`src/rtl/divsqrt_ret_pipe_hs.sv`:
```
// Elastic result pipeline for the FP divide/sqrt datapath: DEPTH valid-tagged
// register stages with valid/ready handshake, bubble collapsing, flush and occupancy.
module divsqrt_ret_pipe_hs #(
  parameter int DEPTH = 2,
  parameter int WIDTH = 32,
  parameter int TAG_W = 4,
  localparam int CNT_W = (DEPTH > 0) ? $clog2(DEPTH + 1) : 1
) (
  input  logic             clk,
  input  logic             rst_n,
  input  logic             in_valid,
  output logic             in_ready,
  input  logic [WIDTH-1:0] in_data,
  input  logic [TAG_W-1:0] in_tag,
  input  logic             flush,
  output logic             out_valid,
  input  logic             out_ready,
  output logic [WIDTH-1:0] out_data,
  output logic [TAG_W-1:0] out_tag,
  output logic [CNT_W-1:0] count
);

  if (DEPTH == 0) begin : g_bypass
    assign in_ready  = out_ready;
    assign out_valid = in_valid;
    assign out_data  = in_data;
    assign out_tag   = in_tag;
    assign count     = '0;

    logic unused_bypass;
    assign unused_bypass = &{1'b0, clk, rst_n, flush};
  end else begin : g_pipe
    logic [DEPTH-1:0] v_q, v_d, adv, src_v;
    logic [WIDTH-1:0] d_q [DEPTH];
    logic [WIDTH-1:0] d_d [DEPTH];
    logic [WIDTH-1:0] src_d [DEPTH];
    logic [TAG_W-1:0] t_q [DEPTH];
    logic [TAG_W-1:0] t_d [DEPTH];
    logic [TAG_W-1:0] src_t [DEPTH];
    logic [CNT_W-1:0] count_q, count_d;
    logic             in_xfer, out_xfer;

    // A stage may advance if it is empty or the stage ahead of it advances;
    // the chain runs from out_ready back to in_ready with no storage in between.
    always_comb begin : adv_chain
      logic a;
      a   = out_ready;
      adv = '0;
      for (int k = DEPTH - 1; k >= 0; k--) begin
        a      = !v_q[k] | a;
        adv[k] = a;
      end
    end

    assign in_ready = adv[0];
    assign in_xfer  = in_valid & adv[0];
    assign out_xfer = v_q[DEPTH-1] & out_ready;

    always_comb begin
      // NOTE: every always_comb output gets a default up front so no path leaves it unassigned (no latch).
      src_v    = '0;
      src_v[0] = in_xfer;
      src_d[0] = in_data;
      src_t[0] = in_tag;
      for (int k = 1; k < DEPTH; k++) begin
        src_v[k] = v_q[k-1];
        src_d[k] = d_q[k-1];
        src_t[k] = t_q[k-1];
      end

      v_d = v_q;
      d_d = d_q;
      t_d = t_q;
      for (int k = 0; k < DEPTH; k++) begin
        if (adv[k]) begin
          v_d[k] = src_v[k];
          // Payload only moves with a real entry, so bubbles leave data flops idle.
          if (src_v[k]) begin
            d_d[k] = src_d[k];
            t_d[k] = src_t[k];
          end
        end
      end
      if (flush) v_d = '0;

      count_d = flush ? '0 : count_q + CNT_W'(in_xfer) - CNT_W'(out_xfer);
    end

    // NOTE: data/tag stages are reset along with the valids because out_data/out_tag must read 0 in reset.
    always_ff @(posedge clk or negedge rst_n) begin
      if (!rst_n) begin
        v_q     <= '0;
        count_q <= '0;
        for (int k = 0; k < DEPTH; k++) begin
          d_q[k] <= '0;
          t_q[k] <= '0;
        end
      end else begin
        // NOTE: non-blocking assignments so every stage samples the pre-edge value of its neighbour.
        v_q     <= v_d;
        d_q     <= d_d;
        t_q     <= t_d;
        count_q <= count_d;
      end
    end

    assign out_valid = v_q[DEPTH-1];
    assign out_data  = d_q[DEPTH-1];
    assign out_tag   = t_q[DEPTH-1];
    assign count     = count_q;
  end

endmodule

```
`config.mk`:
```
export PLATFORM = sky130hd
export DESIGN_NAME = divsqrt_ret_pipe_hs
export DESIGN_NICKNAME = d
export VERILOG_FILES = /design/src/rtl/divsqrt_ret_pipe_hs.sv
export SDC_FILE = /design/constraint.sdc
export NUM_CORES = 1
export LEC_CHECK = 0
export CORE_ASPECT_RATIO = 1.75
export CORE_MARGIN = 10
export CORE_UTILIZATION = 45
export CTS_CLUSTER_SIZE = 8
export DETAILED_ROUTE_END_ITERATION = 10
export PLACE_DENSITY_LB_ADDON = 0.1
export SYNTH_ARGS = -nofsm -noshare
export SYNTH_HDL_FRONTEND = slang
export SYNTH_SLANG_ARGS = --single-unit
```
`constraint.sdc`:
```
create_clock -name clk -period 1.6 [get_ports clk]
set_input_delay 0.16 -clock clk [delete_from_list [all_inputs] [get_ports clk]]
set_output_delay 0.16 -clock clk [all_outputs]
set_load 0.005 [all_outputs]
```
* After elaboration in Yosys (flattened, before gate mapping)
Index checks and enable logic that the tools add are counted.
Cells by class: muxes and demuxes 4, bitwise operators 4, reductions and logical operators 6, add/subtract/negate cells 2
Operators by type and width (count):
- two-way mux 2 bit | 2
- AND reduction 2 bit | 2
- nonzero test 2 bit | 2
- adder 2 x 1 -> 2 bit | 1
- bitwise AND 1 bit | 2
- logical NOT 1 bit | 2
- two-way mux 1 bit | 2
- OR 1 bit | 2
- subtractor 2 x 1 -> 2 bit | 1
Word-level totals: register bits 76, word-level logic and storage cells 23

* Logic depth before layout (Yosys ltp)
depth after elaboration 7, gate-level depth with buffers 9, mapped depth without buffers 8

* Worst setup path after synthesis
OpenSTA, ideal clock, no wires.
kind flip-flop to flip-flop, from register g_pipe.v_q[0], to register g_pipe.count_q[1] (netlist: count[1]), path slack -0.129 ns, path buffers 1, library setup time 0.119 ns, arrival 1.610 ns, clock period less this slack 1.729 ns, stages on the path, launching flop included 10, cell sequence dfrtp_1 -> nand3b_4 -> nand2_8 -> buf_12 -> ha_1 -> inv_1 -> ha_1 -> xor2_1 -> xnor2_1 -> nor2_1
On the way: longest elaborated chain between the ends 6
RTL lines:
- from (decl) | line 33 | logic [DEPTH-1:0] v_q, v_d, adv, src_v;
- from (signal assigned) | line 100 | v_q <= v_d;
- logical NOT 1 bit | line 50 | a = !v_q[k] | a;
- OR 1 bit | line 50
- net in_ready | line 12 | output logic in_ready,
- bitwise AND 1 bit | line 56 | assign in_xfer = in_valid & adv[0];
- adder 2 x 1 -> 2 bit | line 86 | count_d = flush ? '0 : count_q + CNT_W'(in_xfer) - CNT_W'(out_xfer);
- subtractor 2 x 1 -> 2 bit | line 86
- two-way mux 2 bit | line 86
- net g_pipe.count_d[1] | line 40 | logic [CNT_W-1:0] count_q, count_d;
- to (signal assigned) | line 103 | count_q <= count_d;
- to (decl) | line 40
The timed path passes the listed nets, and every way through them passes these cells. A chain may end at the register's enable or synchronous reset.

* Worst setup path after layout
from register g_pipe.v_q[1], to register g_pipe.count_q[1] (netlist: count[1])
On the way: longest elaborated chain between the ends 7, elaborated cells between the ends (all ways) 8, classes of those cells add/sub: 2; mux: 1; bitwise: 4; reduce/logical: 1
RTL lines (line):
- logical NOT 1 bit | 50
- OR 1 bit (2 in a row) | 50
- bitwise AND 1 bit | 56
- adder 2 x 1 -> 2 bit | 86
- subtractor 2 x 1 -> 2 bit * | 86
- two-way mux 2 bit * | 86
- net g_pipe.count_d[1] | 40
The timed path passes the listed nets; every way through them passes the cells marked *.

==> results.py <==
metrics = {
    "critical_path": {
        "reg2reg_depth": 9,
        "crit_type": "reg -> reg",
        "critPathArrivalTime_ns": 1.77,
        "cp-startpoint": "g_pipe.v_q[1]",
        "worst_setup_path_end_kind": "register",
        "path_max_fanout": 3,
        "start_kind": "register",
        "reg2reg_from": "g_pipe.v_q[1]",
        "worstPathRequired_ns": 1.81,
    },
    "placement": {
        "io_buffers": 80,
        "placedCellCount": 341,
        "dp_hpwl_mm": 4.40,
        "place_area_um2": 4100,
        "pre_cts_ws_ns": -0.233,
        "gp_congestion": 0.639,
    },
    "global_routing": {
        "grt-ovfl-total": 0,
        "grt_pass1_vias": 1964,
        "use_met2_pct": 17.6,
        "antenna_found_initial": 0,
        "grt_max_degree": 65,
        "met3_usage_pct": 3.86,
        "busiest_layer": "met2",
        "grt_pass1_wl_mm": 10.7,
        "grt_usage_pct": 11.8,
        "grtUsageMet1_pct": 14.7,
    },
    "final_layout": {
        "nets": 309,
        "antenna_cells": 0,
        "syn_to_final_growth_pct": 29.7,
        "final_cells": 358,
        "drive_gt1_share_pct": 38.5,
        "design_area_um2": 4420,
    },
    "clock_network": {
        "numCtsBuffers": 9,
        "cts.sinks": 76,
        "clockRootBuffer": "clkbuf_16",
        "path_clk_slew_ns": 0.06,
        "clock_latency_ns": 0.33,
        "cts_buffer_depth": 2,
        "cts_tree": "built",
        "htree_levels": 3,
    },
    "yosys": {
        "synth_cell_type_count": 18,
        "yosysTopAreaCellShare_pct": 55.8,
        "yosys_warnings": 0,
        "synth.area.top_cells": "dfrtp_1 56%, mux2_4 26%, buf_4 7.0%",
        "synthFlopType": "dfrtp_1",
        "synth_most_common_cell": "dfrtp_1",
        "syn_area_per_cell_um2": 16.9,
        "mappedNetlistArea_um2": 3410,
        "synthArstFlopShare_pct": 100,
        "ys_seq_area_share_pct": 55.8,
        "synth_common_cells": "76 x dfrtp_1, 59 x mux2_4, 32 x buf_4",
        "yosysTopAreaCell": "dfrtp_1",
        "synthesis.nets": 245,
        "synthCells": 202,
        "synth_edf_count": 0,
        "ys_seq_elements": 76,
    },
    "timing": {
        "setup_violations": 0,
        "hold_ws_ns": 0.217,
        "final_hold_viol_count": 0,
        "skew_ns": 0.00671,
        "maxSlewViolCount": 0,
        "worst_slew_pin_slew_ns": 0.383,
        "rsz0062_at_grt": "yes",
        "timing.final.crit_share_pct": 97.7,
        "max_freq_ghz": 0.640,
        "relSlewSlack_pct": 74.5,
        "final.min_clock_period_ns": 1.56,
        "fin_ws_ns": 0.0367,
    },
    "floorplanning": {
        "die_width_um": 85.8,
        "num_rows": 42,
        "die_area_um2": 11600,
        "initial_core_util_pct": 45.7,
        "core-area_um2": 7460,
        "die_h_um": 135,
        "io_pins": 81,
    },
    "power_and_ir_drop": {
        "ir_worst_vdd_v": 0.000602,
        "cellPowerDensity_nw_per_um2": 1240,
        "leakage_nw": 2.06,
        "power.total_w": 0.00549,
    },
    "drt": {
        "wl_mm": 6.44,
        "ant_nets": 0,
        "dr.pass1.iters": 4,
        "vias_per_cell": 4.74,
        "remaining_drc_errors": 0,
        "drt-wirelength-per-cell_um": 18.0,
        "drt_iter0_drc": 77,
        "vias": 1698,
    },
    "min_path": {
        "hold_class": "in -> async",
    },
    "status": {
        "status": "complete, no violations",
    },
    "run": {
        "maxCapViolations": 0,
    },
}
[final timing paths]
kind	end	slack [ns]
setup / recovery	count[1]	0.04
max in group asynchronous	g_pipe.v_q[1]	0.79
hold / removal	out_data[14]	0.22
setup reg to reg	count[1]	0.04
hold reg to reg	out_data[18]	0.50
min in group clk	g_pipe.d_q[58]	0.44
[critical path, cell delays in order, from the launching register on]
cell,delay (ns)
dfrtp_2,0.43
nand3b_4,0.10
buf_12,0.11
nand2_8,0.04
ha_4,0.26
inv_2,0.04
ha_4,0.15
xor2_2,0.14
xnor2_1,0.13
nor2_1,0.05
[stage by stage]
stage	TNS [ns]	utilization, %
after floorplan	-0.102	-
after detailed placement	-3.50	55.0
after CTS	-0.0125	59.0
after global routing	-0.0489	59.3
final	0	59.3
after global placement	-2.61	55.0
[placed cells by master, fill, tap and decap left out, types with 2 or more instances in the layout]
master,Yosys,final
buf_12,3,4
dfrtp_1,76,75
clkbuf_1,0,3
ha_4,0,2
clkbuf_16,0,9
buf_4,32,7
a21oi_1,2,2
clkbuf_8,0,2
inv_1,3,2
mux2_2,13,13
mux2_4,59,59
clkdlybuf4s50_1,0,78
[layer usage]
metal,vias to the layer above,share of wire [%]
li1,779,-
met1,858,43
met2,52,50
met3,9,5.6
met4,0,1.7
met5,-,0
[cell families after synthesis]
group           share of synthesized area [%]
simple gates                             2.24
xor+xnor                                0.514
compound gates                          0.294
mux                                      30.3
fa+ha+maj                               0.734
buf+inv                                  10.1
flops                                    55.8
[state kept, by name, summed over array words and instances, names as in the netlist]
| name | flops |
|---|---|
| g_pipe.src_t | 4 |
| out_tag | 4 |
| count | 2 |
| g_pipe.d_q | 32 |
| out_data | 32 |
| g_pipe.v_q | 2 |
[final cells by class]
cell class | instances | area, um^2
Clock buffer | 14 | 264
Clock inverter | 1 | 7.51
Fill cell | 610 | 3040
Inverter | 3 | 11.3
Multi-Input combinational cell | 85 | 1190
Sequential cell | 76 | 1900
Tap cell | 88 | 110
Timing Repair Buffer | 91 | 932
[power breakdown]
part           internal (W)  leakage, nW  switching (W)
clock               0.00113        0.129       0.000722
sequential          0.00224        0.897       0.000186
combinational      0.000882         1.03       0.000329
total               0.00425         2.06        0.00124
[timing repair]
| action | CTS | global route |
|---|---|---|
| cloned | 0 | 0 |
| gates resized for setup | 1 | 4 |
| pin swaps | 3 | 0 |
| hold buffers | 1 | 0 |
| hold endpoints to repair | 17 | 0 |
| endpoints found under the setup margin | 1 | 22 |
| buffers inserted | 1 | 0 |
Note: power is estimated with default switching activity, not from simulation.
